===== config.mk =====
export PLATFORM = sky130hd
export DESIGN_NAME = testram_reader
export DESIGN_NICKNAME = d
export VERILOG_FILES = /design/src/rtl/testram_reader.sv
export SDC_FILE = /design/constraint.sdc
export NUM_CORES = 1
export LEC_CHECK = 0
export CORE_MARGIN = 2
export CORE_UTILIZATION = 35
export DETAILED_ROUTE_END_ITERATION = 10
export MAX_ROUTING_LAYER = met4
export SLEW_MARGIN = 20
export SYNTH_ARGS = -nofsm -noshare
export SYNTH_HDL_FRONTEND = slang
export SYNTH_SLANG_ARGS = --single-unit

===== constraint.sdc =====
create_clock -name CLK -period 2.1 [get_ports CLK]
set_clock_uncertainty 0.1 [all_clocks]
set_input_delay 0.63 -clock CLK [delete_from_list [all_inputs] [get_ports CLK]]
set_output_delay 0.63 -clock CLK [all_outputs]
set_load 0.02 [all_outputs]

===== src/rtl/testram_reader.sv =====
// testram_reader: streams LEN words from a synchronous-read test RAM,
// starting at BASE and wrapping modulo 2**AWIDTH, onto a valid/ready port.
// A 2-entry skid buffer absorbs the 1-cycle RAM read latency under backpressure.
module testram_reader #(
  parameter int unsigned AWIDTH = 10,
  parameter int unsigned DWIDTH = 8,
  parameter int unsigned LWIDTH = 11
) (
  input  logic              CLK,
  input  logic              RST,
  input  logic              START,
  input  logic              ABORT,
  input  logic [AWIDTH-1:0] BASE,
  input  logic [LWIDTH-1:0] LEN,
  output logic [AWIDTH-1:0] RADDR,
  input  logic [DWIDTH-1:0] RDATA,
  output logic [DWIDTH-1:0] DOUT,
  output logic              DVALID,
  input  logic              DREADY,
  output logic              DLAST,
  output logic              BUSY,
  output logic              DONE
);

  typedef enum logic [1:0] {
    S_IDLE,
    S_READ,
    S_DRAIN
  } state_t;

  state_t            state;
  state_t            state_nxt;

  logic [LWIDTH-1:0] remaining;
  logic              inflight;
  logic              inflight_last;

  // Skid buffer: entry 0 is the head and drives DOUT directly.
  logic              buf0_last;
  logic [DWIDTH-1:0] buf1_data;
  logic              buf1_last;
  logic [1:0]        count;

  logic              issue;
  logic              push;
  logic              pop;
  logic              flush;
  logic              start_ok;
  logic              done_nxt;
  logic [2:0]        occ;
  logic [2:0]        occ_limit;

  assign DVALID = (count != 2'd0);
  assign DLAST  = DVALID && buf0_last;
  assign BUSY   = (state != S_IDLE);

  // Next-state, read issue and buffer control decisions.
  always_comb begin
    state_nxt = state;
    issue     = 1'b0;
    flush     = 1'b0;
    start_ok  = 1'b0;
    done_nxt  = 1'b0;
    pop       = DVALID && DREADY;
    push      = inflight;
    occ       = {1'b0, count} + {2'b00, inflight};
    occ_limit = 3'd2 + {2'b00, pop};
    case (state)
      S_IDLE: begin
        // ABORT takes precedence over a coincident START.
        if (START && !ABORT) begin
          if (LEN != '0) begin
            start_ok  = 1'b1;
            state_nxt = S_READ;
          end else begin
            done_nxt = 1'b1;
          end
        end
      end
      S_READ: begin
        if (ABORT) begin
          flush     = 1'b1;
          state_nxt = S_IDLE;
        end else if (occ < occ_limit) begin
          issue = 1'b1;
          if (remaining == LWIDTH'(1)) state_nxt = S_DRAIN;
        end
      end
      S_DRAIN: begin
        if (ABORT) begin
          flush     = 1'b1;
          state_nxt = S_IDLE;
        end else if (pop && DLAST) begin
          done_nxt  = 1'b1;
          state_nxt = S_IDLE;
        end
      end
      default: state_nxt = S_IDLE;
    endcase
  end

  // State register.
  always_ff @(posedge CLK or posedge RST) begin
    if (RST) state <= S_IDLE;
    else     state <= state_nxt;
  end

  // Address/count tracking and the in-flight read tag.
  // RADDR doubles as the next address to read: the RAM samples it at the
  // issue edge, so the register must already hold BASE right after START.
  always_ff @(posedge CLK or posedge RST) begin
    if (RST) begin
      RADDR         <= '0;
      remaining     <= '0;
      inflight      <= 1'b0;
      inflight_last <= 1'b0;
      DONE          <= 1'b0;
    end else begin
      DONE          <= done_nxt;
      inflight      <= issue;
      inflight_last <= issue && (remaining == LWIDTH'(1));
      if (start_ok) begin
        RADDR     <= BASE;
        remaining <= LEN;
      end else if (issue) begin
        RADDR     <= RADDR + AWIDTH'(1);
        remaining <= remaining - LWIDTH'(1);
      end
    end
  end

  // Skid buffer: push the returning RAM word, pop on handshake, flush on abort.
  always_ff @(posedge CLK or posedge RST) begin
    if (RST) begin
      DOUT      <= '0;
      buf0_last <= 1'b0;
      buf1_data <= '0;
      buf1_last <= 1'b0;
      count     <= 2'd0;
    end else if (flush) begin
      count <= 2'd0;
    end else begin
      case ({push, pop})
        2'b10: begin
          if (count == 2'd0) begin
            DOUT      <= RDATA;
            buf0_last <= inflight_last;
          end else begin
            buf1_data <= RDATA;
            buf1_last <= inflight_last;
          end
          count <= count + 2'd1;
        end
        2'b01: begin
          DOUT      <= buf1_data;
          buf0_last <= buf1_last;
          count     <= count - 2'd1;
        end
        2'b11: begin
          if (count == 2'd1) begin
            DOUT      <= RDATA;
            buf0_last <= inflight_last;
          end else begin
            DOUT      <= buf1_data;
            buf0_last <= buf1_last;
            buf1_data <= RDATA;
            buf1_last <= inflight_last;
          end
        end
        default: ;
      endcase
    end
  end

endmodule


==> results of run 1 <==
cell type report:
type                       count  area (um^2)  share of cell area
timing repair buffer         112         1040               0.267
clock inverter                 3         25.0             0.00641
clock buffer                   5         68.8              0.0176
tap                           99          124              0.0317
sequential                    46         1150               0.295
multi-input combinational    184         1450               0.370
inverter                      11         46.3              0.0119
where the power goes:
group / switching, mW / internal [mW] / leakage, nW
Combinational: 1.39 / 1.54 / 1.10
Clock: 0.340 / 0.241 / 0.0447
Sequential: 0.327 / 1.29 / 0.543
layout by cell type, fill, tap and decap left out, types with 3 or more instances in the layout:
cell | Yosys | routed
buf_4 | 0 | 50
dfrtp_1 | 46 | 45
clkdlybuf4s50_1 | 0 | 42
nor2_1 | 23 | 22
nand2_1 | 15 | 15
a21oi_1 | 17 | 15
mux2i_1 | 11 | 11
o21ai_1 | 8 | 10
mux2_2 | 10 | 10
a31oi_1 | 9 | 8
inv_1 | 10 | 8
ha_1 | 11 | 8
o21ai_0 | 7 | 5
nand3_1 | 5 | 5
clkbuf_8 | 0 | 5
dlymetal6s2s_1 | 0 | 5
buf_6 | 1 | 5
dlygate4sd2_1 | 0 | 5
nor4_1 | 4 | 4
or3_1 | 4 | 4
or4_1 | 4 | 4
xnor2_1 | 5 | 4
buf_12 | 0 | 4
nand2b_1 | 3 | 3
o31ai_1 | 4 | 3
xor2_1 | 3 | 3
ha_4 | 0 | 3
per-layer routing:
metal,GRT usage,part of all wire,up-vias
li1,-,-,1146
met1,0.208,0.47,1108
met2,0.288,0.49,41
met3,0.0295,0.035,4
met4,0.0312,0.0051,0
met5,-,0,-
sequential cells by signal (all words and copies together), names as in the netlist:
name	cells
DOUT	8
count	2
DONE	1
RADDR	10
inflight_last	1
buf0_last	1
buf1_data	8
buf1_last	1
inflight	1
remaining	11
state	2
worst paths after layout:
path                                            endpoint  depth (start not counted)
worst max-delay path            remaining[1]$_DFFE_PP0P_                          9
worst min register to register     buf1_last$_DFFE_PP0P_                          1
worst max register to register  remaining[1]$_DFFE_PP0P_                          9
min in group asynchronous           RADDR[7]$_DFFE_PP0P_                          3
worst min-delay path               buf1_last$_DFFE_PP0P_                          1
max in group asynchronous           count[0]$_DFFE_PP0P_                          3
through the flow:
| stage | setup TNS (ps) | area, um^2 |
|---|---|---|
| after CTS | -720 | 3770 |
| after global placement | -9770 | 3640 |
| after floorplan | -215 | 2570 |
| final | -500 | 3910 |
| after detailed placement | -9980 | 3640 |
| after global routing | -1710 | 3910 |
cells by family after synthesis:
family          synth area share
simple gates               0.155
compound gates             0.184
flops                      0.453
mux                       0.0921
buf+inv                   0.0340
fa+ha+maj                 0.0542
xor+xnor                  0.0276
repair_timing:
item | 4_1_cts | 5_1_grt
gates cloned | 0 | 0
setup endpoints to repair | 29 | 30
setup buffers | 1 | 3
resized for setup | 22 | 30
pin swaps | 9 | 12
==> reports/metrics.yaml, run 1 <==
status: "finished with violations"
violations: "negative setup slack"
grt_overflow_total: 0
die_y_um: 89.2
power_mw: 5.13
drt-wirelength-per-cell_um: 13.5
path_buf_inv: 3
wirelength_um: 6220
fin_util: 0.547
cts.sinks: 46
clkLatencyLatePin_ps: 300
cp_slowest_cell: "dfrtp_2"
period_minus_slack_ps: 2180
slowest_delay_ps: 460
place.detailed.instances: 448
cts_root_buffer: "clkbuf_8"
netlist_instances: 250
worst_slew_pin_slew_ps: 410
r2r_slack_ps: -80
ys_top_cells_by_count: "dfrtp_1 (46), nor2_1 (23), a21oi_1 (17)"
preCtsSetupSlack_ps: -403
slew_viol_final: 0
clock.fmax_ghz: 0.459
track_usage: 0.167
vdd_ir_drop_max_mv: 0.595
fill_cells: 651
finalCritPeriodShare: 1.04
drt_iter0_markers: 50
synth_area_leader_cell: "dfrtp_1"
postCtsHoldBufs: 0
setup_viol: 13
crit_family: "flip-flops"
avgSynthCellArea_um2: 10.2
vias_per_cell: 5.00
synth_top_area_share: 0.453
rsz0062_at_grt: "yes"
htreeDepth: 2
cpMostUsedCell: "ha_4"
power_density_mw_per_mm2: 1310
hold_viol: 0
port_buffers: 55
drt-pass1-iter-count: 4
yosys_warnings: 0
hold_ws_ps: 412
ys_types: 57
grt_max_degree: 47
drc_errors: 0
antenna_found_initial: 0
layout_setup_ws_ps: -77.9
synth_fp_nets: 295
antenna_cells: 0
cp_max_fo: 6
die_w_um: 89.2
grt_pass1_wl_um: 10100
clock_path_buffers: 2
synth_sequential_area_ratio: 0.453
ys.flop_type: "dfrtp_1"
crit_type: "reg -> reg"
gp_congestion: 0.816
cts_tree: "done"
p_leak_nw: 1.69
design.die.area_mm2: 0.00795
cp-start-kind: "register"
ant_nets: 0
required_ps: 2190
hold_path.class: "reg -> reg"
cts_buffers: 5
syn_area_mm2: 0.00254
grt_pass1_vias: 2238
async_reset_ff_frac: 1.00
route.vias.total: 2299
synth_edf_count: 0
drive_gt1_frac: 0.288
instances_no_fill: 460
worstPathCellList: "ha_4 -> ha_4 -> nor4b_4 -> buf_6 -> o21ai_4 -> buf_12 -> inv_6 -> mux2i_1 -> mux2_2"
slew-limit-headroom: 0.724
dpl.hpwl_um: 4580
maxCapViolations: 0
cts.clk_slew.worst_paths_ps: 100
crit_arrival_ps: 2270
synth_area_leaders: "dfrtp_1 (45%), ha_1 (5.4%), mux2_2 (4.4%)"
yosysMostFrequentCell: "dfrtp_1"
area_growth_pct: 53.7
worst_setup_path_end_kind: "register"
startpoint: "count[0]$_DFFE_PP0P_"
start_util: 0.356
synth_seq_cells: 46
top_level_ports: 56
row_count: 31
hp-start: "inflight_last$_DFF_PP0_"
core_area_mm2: 0.00714
nets: 405
reg2reg_from: "count[0]$_DFFE_PP0P_"
Note: power is estimated with default switching activity, not from simulation.
==> run 2: changes to the inputs <==
Settings changed: HOLD_SLACK_MARGIN set to 0.05, TNS_END_PERCENT set to 1.
Clock period 2.1 ns to 2.45 ns, I/O delays scaled along.
==> reports/metrics.yaml, run 2 (same netlist as run 1, synthesis figures left out) <==
status: "complete, no violations"
drc_errors: 0  # unchanged
place.detailed.instances: 433  # -3.3%
gp_congestion: 0.813  # -0.47%
drt_iter0_markers: 79  # +58%
hold_viol: 0  # unchanged
ant_nets: 0  # unchanged
postPlaceCellArea_mm2: 0.00349  # -4.2%
maxCapViolations: 0  # unchanged
hold_path.class: "reg -> reg"
top_regs: "remaining x11, RADDR x10"
vdd_ir_drop_max_mv: 0.578  # -2.9%
holdPathStages: 1  # unchanged
final_common_cell: "clkdlybuf4s50_1"
cp_max_fo: 5  # -1
drive_gt1_frac: 0.207  # -0.0811
cts.clk_slew.worst_paths_ps: 90  # about the same
drt-pass1-iter-count: 4  # unchanged
preCtsSetupSlack_ps: -226  # +177 ps
stdcell_area_mm2: 0.00361  # -7.5%
finalCritPeriodShare: 0.964
crit_type: "reg -> out"
clkLatencyLatePin_ps: 300  # about the same
nets: 387  # -4.4%
power_density_mw_per_mm2: 1110  # -16%
clock.fmax_ghz: 0.424
p_leak_nw: 1.53  # -9.4%
worst_setup_path_end_kind: "output pin"
grt_max_degree: 47  # unchanged
cts_tree: "done"
power_mw: 4.01  # -22%
largest_reg_flops: 11  # unchanged
route.vias.total: 2228  # -3.1%
top_level_ports: 56  # unchanged
wirelength_um: 5980  # -3.9%
period_minus_slack_ps: 2360
grt_overflow_total: 0  # unchanged
postCtsHoldBufs: 0  # unchanged
tns_ps: 0  # +500 ps
dpl.hpwl_um: 4530  # -1.2%
fill_cells: 703  # +8.0%
start_util: 0.356  # unchanged
die_w_um: 89.2  # unchanged
slew-limit-headroom: 0.655  # -0.0695
track_usage: 0.167  # -0.000397
design.die.area_mm2: 0.00795  # unchanged
instances_no_fill: 442  # -3.9%
cts.sinks: 46  # unchanged
row_count: 31  # unchanged
crit_arrival_ps: 1530  # -740 ps
required_ps: 1620  # -570 ps
cp-start-kind: "register"
cts_root_buffer: "clkbuf_8"
grt_pass1_vias: 2189  # -2.2%
grt_pass1_wl_um: 9960  # -1.8%
port_buffers: 55  # unchanged
core_area_mm2: 0.00714  # unchanged
drt-wirelength-per-cell_um: 13.5  # about the same
die_y_um: 89.2  # unchanged
layout_setup_ws_ps: 89.2  # +167 ps
worst_slew_pin_slew_ps: 518  # +108 ps
antenna_cells: 0  # unchanged
htreeDepth: 2  # unchanged
r2r_cells: 8  # -1
slew_viol_final: 0  # unchanged
largest-register: "remaining"
vias_per_cell: 5.04  # +0.86%
cts_buffers: 5  # unchanged
area_growth_pct: 42.2
final_cell_mix: "clkdlybuf4s50_1 (52), dfrtp_1 (46), buf_4 (36), nor2_1 (23), a21oi_1 (17)"
setup_viol: 0  # -13
rsz0062_at_grt: "yes"
clock_path_buffers: 2  # unchanged
antenna_found_initial: 0  # unchanged
## run 2: cell count changes in the layout (fill, tap and decap cells not counted), sizes merged
| cell | previous run | this run |
|---|---|---|
| clkdlybuf4s15 | 0 | 1 |
| clkdlybuf4s50 | 42 | 52 |
| inv | 12 | 11 |
| dlymetal6s2s | 5 | 0 |
| dlygate4sd2 | 5 | 2 |
| buf | 59 | 39 |
## run 2: report_power, final
| group | total, mW | switching, mW | internal [mW] |
|---|---|---|---|
| combinational | 2.11 | 1.04 | 1.07 |
| sequential | 1.41 | 0.307 | 1.11 |
| clock | 0.479 | 0.252 | 0.227 |
| total | 4.01 | 1.60 | 2.41 |
## run 2: through the flow
| step | utilization | hold slack [ps] |
|---|---|---|
| after detailed placement | 0.489 | 394 |
| after CTS | 0.504 | 414 |
| after global placement | 0.489 | 386 |
| after floorplan | - | 379 |
| after global routing | 0.506 | 425 |
| final | 0.506 | 411 |
## run 2: path summary, 6_finish.rpt
path	startpoint	endpoint	slack, ps
min in group asynchronous	RST	DOUT[0]$_DFFE_PP0P_	680
max in group asynchronous	RST	RADDR[1]$_DFFE_PP0P_	1350
max	count[1]$_DFFE_PP0P_	DLAST	90
max reg2reg	count[0]$_DFFE_PP0P_	state[0]$_DFFE_PP0P_	100
min	buf1_data[3]$_DFFE_PP0P_	buf1_data[3]$_DFFE_PP0P_	410
min reg2reg	buf1_data[3]$_DFFE_PP0P_	buf1_data[3]$_DFFE_PP0P_	410
## run 2: metal layers
metal  share of wire  GRT usage
met5               0          -
met4           0.019     0.0638
met3           0.045     0.0286
met2            0.47      0.277
met1            0.46      0.202
## run 2: critical path, cell delays in order (launching register included)
cell and delay (ps):
dfrtp_1 440, inv_2 120, ha_4 160, and2b_2 230
clkdlybuf4s15_1 280
## run 2: repair_timing
item | CTS | global route
resized for setup | 6 | 3
setup endpoints to repair | 3 | 3
pin swaps | 0 | 1
buffers inserted | 0 | 1
## run 2: layout make-up
class	instances	area, um^2	share of cell area
Timing Repair Buffer	94	878	0.243
Clock buffer	6	82.6	0.0229
Sequential cell	46	1150	0.319
Inverter	11	41.3	0.0114
Clock inverter	2	12.5	0.00346
Multi-Input combinational cell	184	1320	0.366
Tap cell	99	124	0.0343
